[src/rtl/timer_scheduler_if.sv]
// Command / event bus of the four-channel timer scheduler.
// master = the side issuing commands and consuming events; slave = the scheduler.
interface timer_scheduler_if #(
  parameter int unsigned CNT_W = 16
);
  logic             cmd_valid;
  logic [1:0]       cmd_op;
  logic [1:0]       cmd_ch;
  logic [CNT_W-1:0] cmd_load;
  logic             cmd_periodic;
  logic             tick;
  logic [3:0]       running;
  logic             evt_valid;
  logic [1:0]       evt_ch;
  logic             evt_ack;
  logic [3:0]       overrun;

  modport master (
    output cmd_valid, cmd_op, cmd_ch, cmd_load, cmd_periodic, evt_ack,
    input  tick, running, evt_valid, evt_ch, overrun
  );

  modport slave (
    input  cmd_valid, cmd_op, cmd_ch, cmd_load, cmd_periodic, evt_ack,
    output tick, running, evt_valid, evt_ch, overrun
  );
endinterface

[src/rtl/timer_scheduler.sv]
// Four-channel countdown timer scheduler sharing one prescaled tick.
// Expired channels raise a pending flag; a round-robin arbiter presents one
// pending channel at a time on the event port until it is acknowledged.
module timer_scheduler #(
  parameter int unsigned TICK_DIV = 50000,
  parameter int unsigned CNT_W    = 16
) (
  input  logic             CLKcount,
  input  logic             CLR,
  timer_scheduler_if.slave bus
);

  localparam int unsigned PreW = (TICK_DIV > 1) ? $clog2(TICK_DIV) : 1;
  localparam logic [PreW-1:0] PreMax = PreW'(TICK_DIV - 1);

  typedef enum logic [1:0] {
    OpNop     = 2'b00,
    OpLoad    = 2'b01,
    OpStop    = 2'b10,
    OpRestart = 2'b11
  } cmdOpE;

  typedef enum logic {
    ChIdle = 1'b0,
    ChRun  = 1'b1
  } chStateE;

  // Prescaler
  logic [PreW-1:0]  preCnt;
  logic             tickInt;

  // Per-channel state
  chStateE          chState   [4];
  logic [CNT_W-1:0] remaining [4];
  logic [CNT_W-1:0] reload    [4];
  logic [3:0]       isPeriodic;
  logic [3:0]       pending;
  logic [3:0]       overrunFlags;

  // Event presentation
  logic             evtValidQ;
  logic [1:0]       evtChQ;
  logic [1:0]       rrPtr;

  // Decoded per-cycle strobes
  logic [3:0]       cmdHit;
  logic [3:0]       expire;
  logic [3:0]       ackClr;
  logic             ackFire;
  logic [1:0]       grantCh;
  logic             grantAny;

  assign tickInt = (preCnt == PreMax);

  // Prescaler: free-running 0..TICK_DIV-1, tick on the terminal count
  always_ff @(posedge CLKcount) begin
    if (CLR) begin
      preCnt <= '0;
    end else if (preCnt == PreMax) begin
      preCnt <= '0;
    end else begin
      preCnt <= preCnt + PreW'(1);
    end
  end

  // Decode which channel a command targets, which channels expire and which is acked
  always_comb begin
    cmdHit  = '0;
    expire  = '0;
    ackClr  = '0;
    ackFire = evtValidQ && bus.evt_ack;
    for (int c = 0; c < 4; c++) begin
      cmdHit[c] = bus.cmd_valid && (cmdOpE'(bus.cmd_op) != OpNop) && (bus.cmd_ch == 2'(c));
      // A command on the same channel shadows that channel's tick
      expire[c] = tickInt && !cmdHit[c] && (chState[c] == ChRun) &&
                  (remaining[c] == CNT_W'(1));
      ackClr[c] = ackFire && (evtChQ == 2'(c));
    end
  end

  // Channel state machines: commands first, then tick countdown and expiry
  always_ff @(posedge CLKcount) begin
    if (CLR) begin
      for (int c = 0; c < 4; c++) begin
        chState[c]   <= ChIdle;
        remaining[c] <= '0;
        reload[c]    <= '0;
      end
      isPeriodic   <= '0;
      pending      <= '0;
      overrunFlags <= '0;
    end else begin
      for (int c = 0; c < 4; c++) begin
        if (cmdHit[c]) begin
          case (cmdOpE'(bus.cmd_op))
            OpLoad: begin
              reload[c]       <= bus.cmd_load;
              remaining[c]    <= bus.cmd_load;
              isPeriodic[c]   <= bus.cmd_periodic;
              chState[c]      <= (bus.cmd_load != '0) ? ChRun : ChIdle;
              overrunFlags[c] <= 1'b0;
            end
            OpStop: begin
              chState[c]   <= ChIdle;
              remaining[c] <= '0;
            end
            OpRestart: begin
              remaining[c]    <= reload[c];
              chState[c]      <= (reload[c] != '0) ? ChRun : ChIdle;
              overrunFlags[c] <= 1'b0;
            end
            default: ;
          endcase
        end else if (tickInt && (chState[c] == ChRun)) begin
          if (expire[c]) begin
            if (isPeriodic[c]) begin
              remaining[c] <= reload[c];
            end else begin
              remaining[c] <= '0;
              chState[c]   <= ChIdle;
            end
            // An ack of this very channel in the same cycle makes room for the new event
            if (pending[c] && !ackClr[c]) begin
              overrunFlags[c] <= 1'b1;
            end
          end else begin
            remaining[c] <= remaining[c] - CNT_W'(1);
          end
        end
        pending[c] <= (pending[c] && !ackClr[c]) || expire[c];
      end
    end
  end

  // Round-robin search over pending flags starting at rrPtr
  always_comb begin
    grantCh  = rrPtr;
    grantAny = 1'b0;
    for (int k = 0; k < 4; k++) begin
      if (!grantAny && pending[rrPtr + 2'(k)]) begin
        grantCh  = rrPtr + 2'(k);
        grantAny = 1'b1;
      end
    end
  end

  // Event presenter: hold a granted channel until acked, then re-arbitrate a cycle later
  always_ff @(posedge CLKcount) begin
    if (CLR) begin
      evtValidQ <= 1'b0;
      evtChQ    <= '0;
      rrPtr     <= '0;
    end else if (evtValidQ) begin
      if (bus.evt_ack) begin
        evtValidQ <= 1'b0;
        rrPtr     <= evtChQ + 2'd1;
      end
    end else if (grantAny) begin
      evtValidQ <= 1'b1;
      evtChQ    <= grantCh;
    end
  end

  // Output mapping; running comes straight from the state registers
  always_comb begin
    bus.running = '0;
    for (int c = 0; c < 4; c++) begin
      bus.running[c] = (chState[c] == ChRun);
    end
  end

  assign bus.tick      = tickInt;
  assign bus.evt_valid = evtValidQ;
  assign bus.evt_ch    = evtChQ;
  assign bus.overrun   = overrunFlags;

endmodule

[src/flat_wrapper.sv]
// flat-port wrapper written by rule: the top's interface ports become plain ports
module timer_scheduler_flat 
#(
  parameter int unsigned TICK_DIV = 50000,
  parameter int unsigned CNT_W    = 16
)
  (CLKcount, CLR, bus_cmd_valid, bus_cmd_op, bus_cmd_ch, bus_cmd_load, bus_cmd_periodic, bus_evt_ack, bus_tick, bus_running, bus_evt_valid, bus_evt_ch, bus_overrun);
  timer_scheduler_if #(.CNT_W(CNT_W)) bus_i ();
  input  logic CLKcount;
  input  logic CLR;
  input wire logic [$bits(bus_i.cmd_valid)-1:0] bus_cmd_valid;
  input wire logic [$bits(bus_i.cmd_op)-1:0] bus_cmd_op;
  input wire logic [$bits(bus_i.cmd_ch)-1:0] bus_cmd_ch;
  input wire logic [$bits(bus_i.cmd_load)-1:0] bus_cmd_load;
  input wire logic [$bits(bus_i.cmd_periodic)-1:0] bus_cmd_periodic;
  input wire logic [$bits(bus_i.evt_ack)-1:0] bus_evt_ack;
  output wire logic [$bits(bus_i.tick)-1:0] bus_tick;
  output wire logic [$bits(bus_i.running)-1:0] bus_running;
  output wire logic [$bits(bus_i.evt_valid)-1:0] bus_evt_valid;
  output wire logic [$bits(bus_i.evt_ch)-1:0] bus_evt_ch;
  output wire logic [$bits(bus_i.overrun)-1:0] bus_overrun;
  assign bus_i.cmd_valid = bus_cmd_valid;
  assign bus_i.cmd_op = bus_cmd_op;
  assign bus_i.cmd_ch = bus_cmd_ch;
  assign bus_i.cmd_load = bus_cmd_load;
  assign bus_i.cmd_periodic = bus_cmd_periodic;
  assign bus_i.evt_ack = bus_evt_ack;
  assign bus_tick = bus_i.tick;
  assign bus_running = bus_i.running;
  assign bus_evt_valid = bus_i.evt_valid;
  assign bus_evt_ch = bus_i.evt_ch;
  assign bus_overrun = bus_i.overrun;
  timer_scheduler #(.TICK_DIV(TICK_DIV), .CNT_W(CNT_W)) u_core (.CLKcount(CLKcount), .CLR(CLR), .bus(bus_i));
endmodule
[config.mk]
export PLATFORM = sky130hd
export DESIGN_NAME = timer_scheduler_flat
export DESIGN_NICKNAME = d
export VERILOG_FILES = /design/src/rtl/timer_scheduler_if.sv /design/src/rtl/timer_scheduler.sv /design/src/flat_wrapper.sv
export SDC_FILE = /design/constraint.sdc
export NUM_CORES = 1
export LEC_CHECK = 0
export ABC_AREA = 1
export CAP_MARGIN = 20
export CORE_ASPECT_RATIO = 0.6
export CORE_MARGIN = 2
export CORE_UTILIZATION = 60
export DETAILED_ROUTE_END_ITERATION = 8
export PLACE_DENSITY_LB_ADDON = 0.3
export SYNTH_ARGS = -nofsm -noshare
export SYNTH_HDL_FRONTEND = slang
export SYNTH_SLANG_ARGS = --single-unit
export TNS_END_PERCENT = 20
[constraint.sdc]
create_clock -name CLKcount -period 4.3 [get_ports CLKcount]
set_input_delay 0.86 -clock CLKcount [delete_from_list [all_inputs] [get_ports CLKcount]]
set_output_delay 0.86 -clock CLKcount [all_outputs]
set_load 0.01 [all_outputs]
# == Yosys cells after proc, flatten, opt, wreduce, memory -nomap -nowiden ==
# Memories as Yosys holds them, arrays and structs flattened.
# Index checks and enable logic that the tools add are counted.
# classes
n_eq_ne,18
n_bitwise,45
addsub,9
order_cmp,4
reduce_logical,80
mux,193
# ops
operator,n
$mux W16,28
$mux W1,158
$reduce_bool A16 Y1,5
$eq A16 B1 Y1 const B,4
$sub A16 B1 Y16 const B,4
$or A1 B1 Y1,44
$logic_and A1 B1 Y1,33
$reduce_bool A2 Y1,13
$add A16 B1 Y16 const B,1
$eq A16 B16 Y1 const B,1
$reduce_and A4 Y1,4
$eq A2 B2 Y1 const B,6
$lt A2 B3 Y1 const B,4
$reduce_and A2 Y1,6
$logic_not A1 Y1,11
$bmux W1 S2,4
$ne A2 B2 Y1 const B,4
$eq A2 B1 Y1 const B,3
$mux W2,3
$add A2 B1 Y2 const B,2
$add A2 B2 Y2 const B,2
$logic_not A2 Y1,2
$logic_or A1 B1 Y1,4
$reduce_or A2 Y1,2
$not A1 Y1,1
# totals
regBits,33
ramBits,132
word_cells,365
memories,3
# mem_list
memory,words,word_bits,read_ports,rd_clocked_by_memory_dff,write_ports,line_no,source
u_core.reload,4,16,4,0,4,timer_scheduler.sv:35,logic [CNT_W-1:0] reload [4];
u_core.remaining,4,16,4,0,4,timer_scheduler.sv:34,logic [CNT_W-1:0] remaining [4];
u_core.chState,4,1,4,0,4,timer_scheduler.sv:33,chStateE chState [4];

# == Logic depth before layout (Yosys ltp) ==
# depth
word_depth,15
depth_mapped,12
ltp_nobuf,11

# == Least setup slack after synthesis ==
# Ideal clock, no wire load.
# synth_timing
path_type,input to register
from,input port bus_cmd_op[1]
to,"memory u_core.remaining[3][0], enable pin"
cell_stages,8
slack_ps,634
n_path_buf,0
arrival_ps,3290
cell_sequence,o21ai_2 -> inv_2 -> nand3_1 -> nor2_1 -> inv_1 -> o21ai_0 -> a21oi_1 -> nand4_1
# synth_rtl
item,line_no,source
from (decl),flat_wrapper.sv:12,input wire logic [$bits(bus_i.cmd_op)-1:0] bus_cmd_op;
to (decl),timer_scheduler.sv:34,

==> impl_metrics.json <==
{
  "outcome": "finished, final reports clean",
  "cts_root_buf": "clkbuf_16",
  "tns_ns": 0,
  "num_rows": 36,
  "rrSetupSlack_ns": 1.47,
  "initial_core_util_pct": 62.09,
  "syn_to_final_growth_pct": 9.916,
  "yosys_warnings": 0,
  "grt_pass1_wl_um": 42740,
  "synth_fp_nets": 1322,
  "crit_fanout": 19,
  "cp_num_buf_inv": 4,
  "worstSetupStartpointType": "input port",
  "hold_viol": 0,
  "crit_type": "input port to flop",
  "grt_pass1_vias": 8029,
  "synth_top_family_by_area": "simple AND/OR/NAND/NOR gates",
  "avgViaCountPerCell": 5.809,
  "relSlewSlack_pct": 41.61,
  "crit_chain": "clkdlybuf4s50_1 > o21ai_2 > inv_2 > nand3_2 > inv_2 > nand2_4 > inv_2 > nor3_4 > nand2_1",
  "htree_levels": 4,
  "die_width_um": 172.4,
  "synth_xor_area_share_pct": 4.890,
  "path_delay_family": "simple AND/OR/NAND/NOR gates",
  "synth.distinct_cells": 47,
  "drive_gt1_share_pct": 8.163,
  "hold_start": "u_core.preCnt[0]",
  "fmax_mhz": 292.8,
  "synth_seq_cells": 165,
  "crit_arrival_ns": 3.44,
  "whs_path_depth": 1,
  "endpoint_kind": "flop",
  "r2r-end": "u_core.remaining[2][13]",
  "muxShareOfSynthArea_pct": 0,
  "gr-usage-all-layers_pct": 30.86,
  "cts_buffer_depth": 2,
  "io_buffer_count": 36,
  "p_leak_nw": 4.627,
  "post_cts_resize_count": 0,
  "ir_drop_v": 0.0002185,
  "hold_end": "u_core.preCnt[0]",
  "syn_inst": 1284,
  "required_ns": 4.32,
  "postPlaceCellArea_um2": 10650,
  "r2r-start": "u_core.preCnt[0]",
  "synth-compound-area-share_pct": 7.391,
  "rr_worst_depth": 9,
  "final_area_um2": 11220,
  "ctsHoldBuffers": 0,
  "worst_hold_slack_ns": 0.4628,
  "min_path_type": "flop to flop",
  "clock_sinks": 165,
  "synthAdderAreaFrac_pct": 1.593,
  "seq_area_frac_synth_pct": 45.30,
  "die_y_um": 105.0,
  "slew_violations": 0,
  "die_area_um2": 18110,
  "power_mw": 3.918,
  "clkSlewWorstSetupHoldPaths_ns": 0.07,
  "async_reset_ff_share_pct": 0,
  "n_antenna_cell": 0,
  "synth_edf_count": 132,
  "ant_nets": 0,
  "slowest_delay_ns": 0.62,
  "clock_latency_ns": 0.44,
  "cap_violations": 0,
  "place_congestion": 0.9473,
  "ios": 37,
  "grt_use_met3_pct": 8.068,
  "syn_area_per_cell_um2": 7.951,
  "p_per_area_nw_per_um2": 349.1,
  "numCtsBuffers": 17,
  "dp_hpwl_um": 20040,
  "finalSetupViolations": 0,
  "fin_util_pct": 68.25,
  "finalCritPeriodShare_pct": 79.43,
  "worst_pin_slew_ns": 0.8726,
  "met2_usage_pct": 40.74,
  "vias": 9009,
  "fin_skew_ns": 0.01274,
  "drt_first_pass_iters": 5,
  "final_nets": 1348,
  "grt_setup_unrepaired": "no",
  "tritoncts": "built",
  "grt_antenna_before_repair": 0,
  "cp_common_cell": "inv_2",
  "synth-main-ff-cell": "edfxtp_1",
  "synthSimpleGateAreaFrac_pct": 32.31,
  "drt_iter0_markers": 1489,
  "slowest_stage": "nor3_4",
  "post-cts-setup-buffer-count": 0,
  "core_region_area_um2": 16440,
  "grt.overflow.total": 0,
  "use_met1_pct": 48.05,
  "drt-total-wl_um": 26840,
  "synth_area_um2": 10210,
  "period_needed_ns": 3.416,
  "post_drt_wl_per_cell_um": 17.30,
  "busiest_layer": "met1",
  "drc": 0,
  "grt_max_degree": 20
}
## flip-flops by register name, summed over array words and instances (netlist names)
| register | cells |
|---|---|
| u_core.bus.evt_valid | 1 |
| u_core.chState | 4 |
| u_core.isPeriodic | 4 |
| u_core.bus.evt_ch | 2 |
| u_core.reload | 64 |
| u_core.remaining | 64 |
| u_core.pending | 4 |
| u_core.bus.overrun | 4 |
| u_core.rrPtr | 2 |
| u_core.preCnt | 16 |
## worst register-to-register path: cells and delay by family (launching register included)
| family | cells | cell delay (ns) |
|---|---|---|
| flops | 1 | 0.33 |
| simple gates | 7 | 1.67 |
| fa+ha+maj | 1 | 0.25 |
| buf+inv | 1 | 0.15 |
## per-stage QoR
| step | cells | worst slack [ns] |
|---|---|---|
| finish | 1551 | 0.8844 |
| detailed placement | 1519 | 0.4774 |
| global route | 1551 | 0.6534 |
| global placement | 1519 | 0.5613 |
| CTS | 1551 | 0.9333 |
| floorplan | 1284 | 0.6338 |
## cells in the mapped netlist (13+ instances only)
| master | count | share of area, % |
|---|---|---|
| nand2_1 | 303 | 11 |
| nor2_1 | 170 | 6.3 |
| inv_1 | 151 | 5.6 |
| nand3_1 | 138 | 6.8 |
| edfxtp_1 | 132 | 39 |
| a21oi_1 | 61 | 3.0 |
| xor2_1 | 36 | 3.1 |
| dfxtp_1 | 33 | 6.5 |
| o21ai_0 | 30 | 1.5 |
| nor3_1 | 29 | 1.4 |
| nand4_1 | 28 | 1.7 |
| xnor2_1 | 21 | 1.8 |
| a21oi_2 | 16 | 1.4 |
| ha_1 | 13 | 1.6 |
## cells in the final DEF (no fill, tap or decap), types with 3 or more instances in the layout
| cell type | count |
|---|---|
| dfxtp_1 | 33 |
| edfxtp_1 | 132 |
| inv_2 | 7 |
| nor3_4 | 4 |
| nor4_1 | 12 |
| nor2_4 | 5 |
| nor2_1 | 170 |
| clkbuf_16 | 17 |
| clkinv_4 | 3 |
| nand2_1 | 303 |
| inv_6 | 5 |
| nand3_2 | 6 |
| o21ai_0 | 27 |
| a21oi_1 | 61 |
| o21ai_1 | 3 |
| nand2_2 | 8 |
| ha_1 | 13 |
| xnor2_1 | 21 |
| nor2_2 | 7 |
| nor3_1 | 29 |
| nand4_1 | 28 |
| nand3_1 | 138 |
| xor2_1 | 36 |
| nand3_4 | 3 |
| inv_1 | 151 |
| o22ai_1 | 5 |
| buf_4 | 9 |
| clkdlybuf4s50_1 | 36 |
| a21oi_2 | 16 |
## layout make-up
| cell class | count | area, um^2 |
|---|---|---|
| clock buffer | 17 | 425.4 |
| clock inverter | 15 | 146.4 |
| fill | 1293 | 5220 |
| inverter | 159 | 596.8 |
| multi-input combinational | 922 | 4715 |
| sequential | 165 | 4624 |
| tap | 228 | 285.3 |
| timing repair buffer | 45 | 427.9 |
## metal layers
layer,wire length [um],part of all wire (%)
met5,0,0
met3,3605,13
met4,652,2.4
met2,10650,40
met1,11940,44
## how the worst max path moves through the flow
stage	startpoint	end	slack [ns]	cells after the start
detailed placement	bus_cmd_op[1]	u_core.remaining[2][0]	0.48	8
floorplan	bus_cmd_op[1]	u_core.remaining[3][0]	0.63	8
CTS	bus_cmd_op[1]	u_core.remaining[0][11]	0.93	9
global route	bus_cmd_op[1]	u_core.remaining[0][9]	0.65	9
global placement	bus_cmd_op[1]	u_core.remaining[0][1]	0.56	9
finish	bus_cmd_op[1]	u_core.remaining[0][13]	0.88	9
## power by group
| part | internal (mW) | leakage (nW) | switching [mW] |
|---|---|---|---|
| Combinational | 0.178 | 2.80 | 0.326 |
| Sequential | 1.82 | 1.55 | 0.0859 |
| Clock | 0.814 | 0.277 | 0.695 |
| Total | 2.81 | 4.63 | 1.11 |
## cell families after synthesis
logic type,after synthesis
buffers and inverters,197
DFF,165
adders and majority gates,13
xor gates and xnor gates,57
and+or+nand+nor,725
AOI/OAI and AO/OA,127
Power figures use the tool's default switching activity.
